===== config.mk =====
export PLATFORM = sky130hd
export DESIGN_NAME = uart_rx_frame
export DESIGN_NICKNAME = d
export VERILOG_FILES = /design/src/rtl/uart_rx_frame.sv
export SDC_FILE = /design/constraint.sdc
export NUM_CORES = 1
export LEC_CHECK = 0
export BUFFER_PORTS_ARGS = -buffer_cell sky130_fd_sc_hd__buf_2
export CAP_MARGIN = 0
export CORE_MARGIN = 1.5
export CORE_UTILIZATION = 40
export CTS_BUF_LIST = sky130_fd_sc_hd__clkbuf_16
export DETAILED_ROUTE_END_ITERATION = 10
export PLACE_DENSITY_LB_ADDON = 0.1
export SYNTH_ARGS = -nofsm -noshare
export SYNTH_HDL_FRONTEND = slang
export SYNTH_SLANG_ARGS = --single-unit

===== constraint.sdc =====
create_clock -name CLOCK_50 -period 4.3 [get_ports CLOCK_50]
set_clock_uncertainty 0.1 [all_clocks]
set_input_delay 0.43 -clock CLOCK_50 [delete_from_list [all_inputs] [get_ports CLOCK_50]]
set_output_delay 0.43 -clock CLOCK_50 [all_outputs]
set_load 0.02 [all_outputs]

===== src/rtl/uart_rx_frame.sv =====
`default_nettype none
// +----------------------------------------------------------------------------+
// | uart_rx_frame : 8N1 UART receiver with mid-bit sampling, valid strobe and   |
// |                 framing-error strobe, break-safe recovery.                  |
// | Revision      : 1.0                                                         |
// +----------------------------------------------------------------------------+
module uart_rx_frame #(
  parameter int CLKS_PER_BIT = 434
) (
  input  logic       CLOCK_50,
  input  logic       Reset_n,
  input  logic       rx,
  output logic [7:0] data,
  output logic       valid,
  output logic       frame_err,
  output logic       busy
);

  localparam int HALF_BIT = CLKS_PER_BIT / 2;
  localparam int CW       = $clog2(CLKS_PER_BIT);

  localparam logic [CW-1:0] c_last = CW'(CLKS_PER_BIT - 1);
  localparam logic [CW-1:0] c_half = CW'(HALF_BIT - 1);
  localparam logic [CW-1:0] c_one  = CW'(1);

  typedef enum logic [2:0] {
    S_IDLE    = 3'd0,
    S_START   = 3'd1,
    S_DATA    = 3'd2,
    S_STOP    = 3'd3,
    S_RECOVER = 3'd4
  } state_t;

  state_t          r_state;
  state_t          w_next;
  logic            r_sync1;
  logic            r_sync2;
  logic [CW-1:0]   r_cnt;
  logic [2:0]      r_bit;
  logic [7:0]      r_shift;
  logic            w_sample;
  logic            w_valid;
  logic            w_ferr;
  logic            w_cnt_last;
  logic            w_cnt_half;

  assign w_cnt_last = (r_cnt == c_last);
  assign w_cnt_half = (r_cnt == c_half);
  assign busy       = (r_state != S_IDLE);

  // Two-flop synchroniser, preset high so reset looks like an idle line.
  always_ff @(posedge CLOCK_50 or negedge Reset_n) begin
    if (!Reset_n) begin
      r_sync1 <= 1'b1;
      r_sync2 <= 1'b1;
    end else begin
      r_sync1 <= rx;
      r_sync2 <= r_sync1;
    end
  end

  always_comb begin
    w_next   = r_state;
    w_sample = 1'b0;
    w_valid  = 1'b0;
    w_ferr   = 1'b0;
    case (r_state)
      S_IDLE: begin
        if (!r_sync2) w_next = S_START;
      end
      S_START: begin
        if (w_cnt_half) w_next = r_sync2 ? S_IDLE : S_DATA;
      end
      S_DATA: begin
        if (w_cnt_last) begin
          w_sample = 1'b1;
          if (r_bit == 3'd7) w_next = S_STOP;
        end
      end
      S_STOP: begin
        if (w_cnt_last) begin
          if (r_sync2) begin
            w_valid = 1'b1;
            w_next  = S_IDLE;
          end else begin
            w_ferr  = 1'b1;
            w_next  = S_RECOVER;
          end
        end
      end
      S_RECOVER: begin
        // Hold here through a break until the line goes idle again.
        if (r_sync2) w_next = S_IDLE;
      end
      default: w_next = S_IDLE;
    endcase
  end

  always_ff @(posedge CLOCK_50 or negedge Reset_n) begin
    if (!Reset_n) begin
      r_state   <= S_IDLE;
      r_cnt     <= '0;
      r_bit     <= 3'd0;
      r_shift   <= 8'h00;
      data      <= 8'h00;
      valid     <= 1'b0;
      frame_err <= 1'b0;
    end else begin
      r_state   <= w_next;
      valid     <= w_valid;
      frame_err <= w_ferr;

      if ((w_next != r_state) || (r_state == S_IDLE) ||
          (r_state == S_RECOVER) || w_cnt_last)
        r_cnt <= '0;
      else
        r_cnt <= r_cnt + c_one;

      if (r_state == S_START)
        r_bit <= 3'd0;
      else if (w_sample)
        r_bit <= r_bit + 3'd1;

      if (w_sample) r_shift[r_bit] <= r_sync2;
      if (w_valid)  data <= r_shift;
    end
  end

endmodule
`default_nettype wire


==> run summary <==
Vias in the first global route -> 1049
Syn avg cell area -> 11.2 um2
Num rows -> 23
Syn_nets -> 161
Lkg Pwr -> 0.934 nW
Most used DFF post-synth -> dfrtp_1
Yosys reg bits -> 35
Sum of negative setup slack -> 0 ns
Starting density of the core -> 0.421
Port bufs -> 13
GRT Util Overall -> 0.155
CP startpoint kind -> flop
Placed Instances -> 208
Synth top area share -> 0.483
Root buffer cell -> clkbuf_16
Synth top cells by count -> 33 x dfrtp_1, 15 x mux2_2, 12 x nor2_1
Layout Cells excl Fill -> 216
Worst Max-Slew Pin Slew -> 0.762 ns
Synth unique cells -> 38
Final wirelength -> 3050 um
Tmin final -> 2.02 ns
Slew Limit Fails -> 0
Clock Path Buffers -> 2
Reg clk slew, reported paths -> 0.06 ns
Htree depth -> 2
DR vias/cell -> 5.32
Post-synth EDFFs -> 0
Rel. slew slack -> 0.492
Cell with the most instances after synthesis -> dfrtp_1
Clock Sinks -> 35
Tcrit/Tclk final -> 0.470
Layout Utilization -> 0.482
Synth area leader -> dfrtp_1
Synth top area cells -> dfrtp_1 48%, mux2_2 9.9%, ha_1 3.7%
CTS Buf Count -> 5
Die height -> 68.4 um
PwrDens -> 380 nW/um2
Share of cells above drive strength 1 -> 0.277
Worst Setup Slack, final -> 2.28 ns
CORE AREA -> 4060 um2
Worst hold-check path type -> in2async
CP Max Fanout -> 12
Pre-CTS setup slack -> 2.26 ns
Status -> finished clean
Worst VDD drop -> 0.179 mV
Max Cap Viol -> 0
Gate Count Post-Synth -> 153
DR iter-0 viols -> 83
Vias -> 1149
RSZ-0062 raised after global routing -> false
Crit. End Element -> flop
Worst skew pair latency -> 0.28 ns
Initial antenna violation count -> 0
Sequential-to-total area share from yosys stat -> 0.514
Peak Freq -> 495 MHz
Ant diodes -> 0
Final Hold Fails -> 0
Routed wire per std cell -> 14.1 um
CTS hold repair buffers -> 0
Final nets -> 173
First-pass GRT wire length -> 5060 um
Largest net degree at the start of global routing -> 36
Post-CTS sizing -> 0
Final HPWL DP -> 2130 um
Final setup fails -> 0
GRT overflow -> 0
Total number of yosys warnings -> 0
Die Span X -> 68.4 um
DRC viols -> 0
Post-CTS setup buffers -> 0
TritonCTS clock tree -> built
CP required -> 4.36 ns
Antenna viol nets, final -> 0
TritonRoute pass-1 iters -> 4
Post-synth ARST share -> 1.00
Die area -> 4670 um2
Number of I/O pins -> 14
Area delta synth->final -> 14.4%
CP arrival -> 2.08 ns
WS Path Type -> reg2reg
RePlAce Congestion -> 0.855
Synth Cell Area -> 1710 um2
cells in the final DEF, fill, tap and decap left out:
cell	n
ha_1	5
dfstp_2	2
a21o_1	1
nand4_1	3
and4bb_2	1
nand3_4	1
a22oi_1	2
a21oi_1	2
and3_1	2
nor3b_1	1
buf_2	13
xnor2_1	5
clkinv_2	1
bufinv_16	1
or3_1	1
nor4_1	3
o22ai_1	1
nand2_1	11
clkinv_4	1
o21bai_1	1
nor2_1	12
nor3_1	10
clkbuf_16	5
nand3_2	1
nor4b_1	1
nand3_1	11
xor2_1	2
mux2_2	15
mux2_4	1
a41oi_1	1
and4b_2	2
o21ai_0	1
inv_1	6
o311ai_0	1
and4bb_4	1
dfrtp_1	33
nor2b_1	1
or2_2	1
nand4b_1	3
final timing paths:
path	startpoint	to	slack, ns	cells past startpoint
max	r_cnt[1]	r_shift[0]	2.28	6
min	Reset_n	r_bit[0]	0.13	1
max reg2reg	r_cnt[1]	r_shift[0]	2.28	6
min reg2reg	r_sync1	r_sync2	0.26	0
max in group asynchronous	Reset_n	r_shift[3]	3.49	1
min in group CLOCK_50	rx	r_sync1	0.15	1
flip-flops by register name (all words and copies together), names as in the netlist:
signal,cells
frame_err,1
r_sync2,1
valid,1
data,8
r_cnt,9
r_shift,8
r_bit,3
r_state,3
r_sync1,1
routing by layer:
metal  GRT usage  wire, um  up-vias
met5           0         0        -
met4      0.0825        46        0
met3      0.0543       102        4
met2       0.206      1310       15
met1       0.217      1590      559
li1            -         -      571
stage by stage:
| step | total power [mW] | hold WS (ns) | cell area (um2) |
|---|---|---|---|
| after floorplan | 0.340 | 0.0344 | 1710 |
| after global placement | 0.348 | 0.248 | 1790 |
| after detailed placement | 0.348 | 0.249 | 1790 |
| after CTS | 0.758 | 0.142 | 1960 |
| after global routing | 0.773 | 0.143 | 1960 |
| final | 0.744 | 0.127 | 1960 |
critical path, stage by stage, from the launching register on:
cell	delay, ns
dfrtp_1	0.39
inv_1	0.08
ha_1	0.13
and4b_2	0.26
nand3_2	0.20
nor4b_1	0.36
mux2_2	0.38
final cells by class:
class	instances	area [um2]
clock buffers	5	125
fillers	375	2100
multi-input cells	104	758
well taps	50	62.6
repair buffers	13	65.1
flip-flops and latches	35	878
clock inverters	3	43.8
inverters	6	22.5
logic make-up after synthesis:
| kind of cell | share of synthesized area |
|---|---|
| simple gates | 0.223 |
| flops | 0.514 |
| mux | 0.108 |
| buf+inv | 0.0425 |
| compound gates | 0.0403 |
| xor+xnor | 0.0359 |
| fa+ha+maj | 0.0366 |
where the power goes:
| group | switching (mW) | internal [mW] |
|---|---|---|
| Sequential | 0.00225 | 0.331 |
| Clock | 0.130 | 0.273 |
| Combinational | 0.00670 | 0.00108 |
No activity file was read; power rests on OpenSTA's default activity.
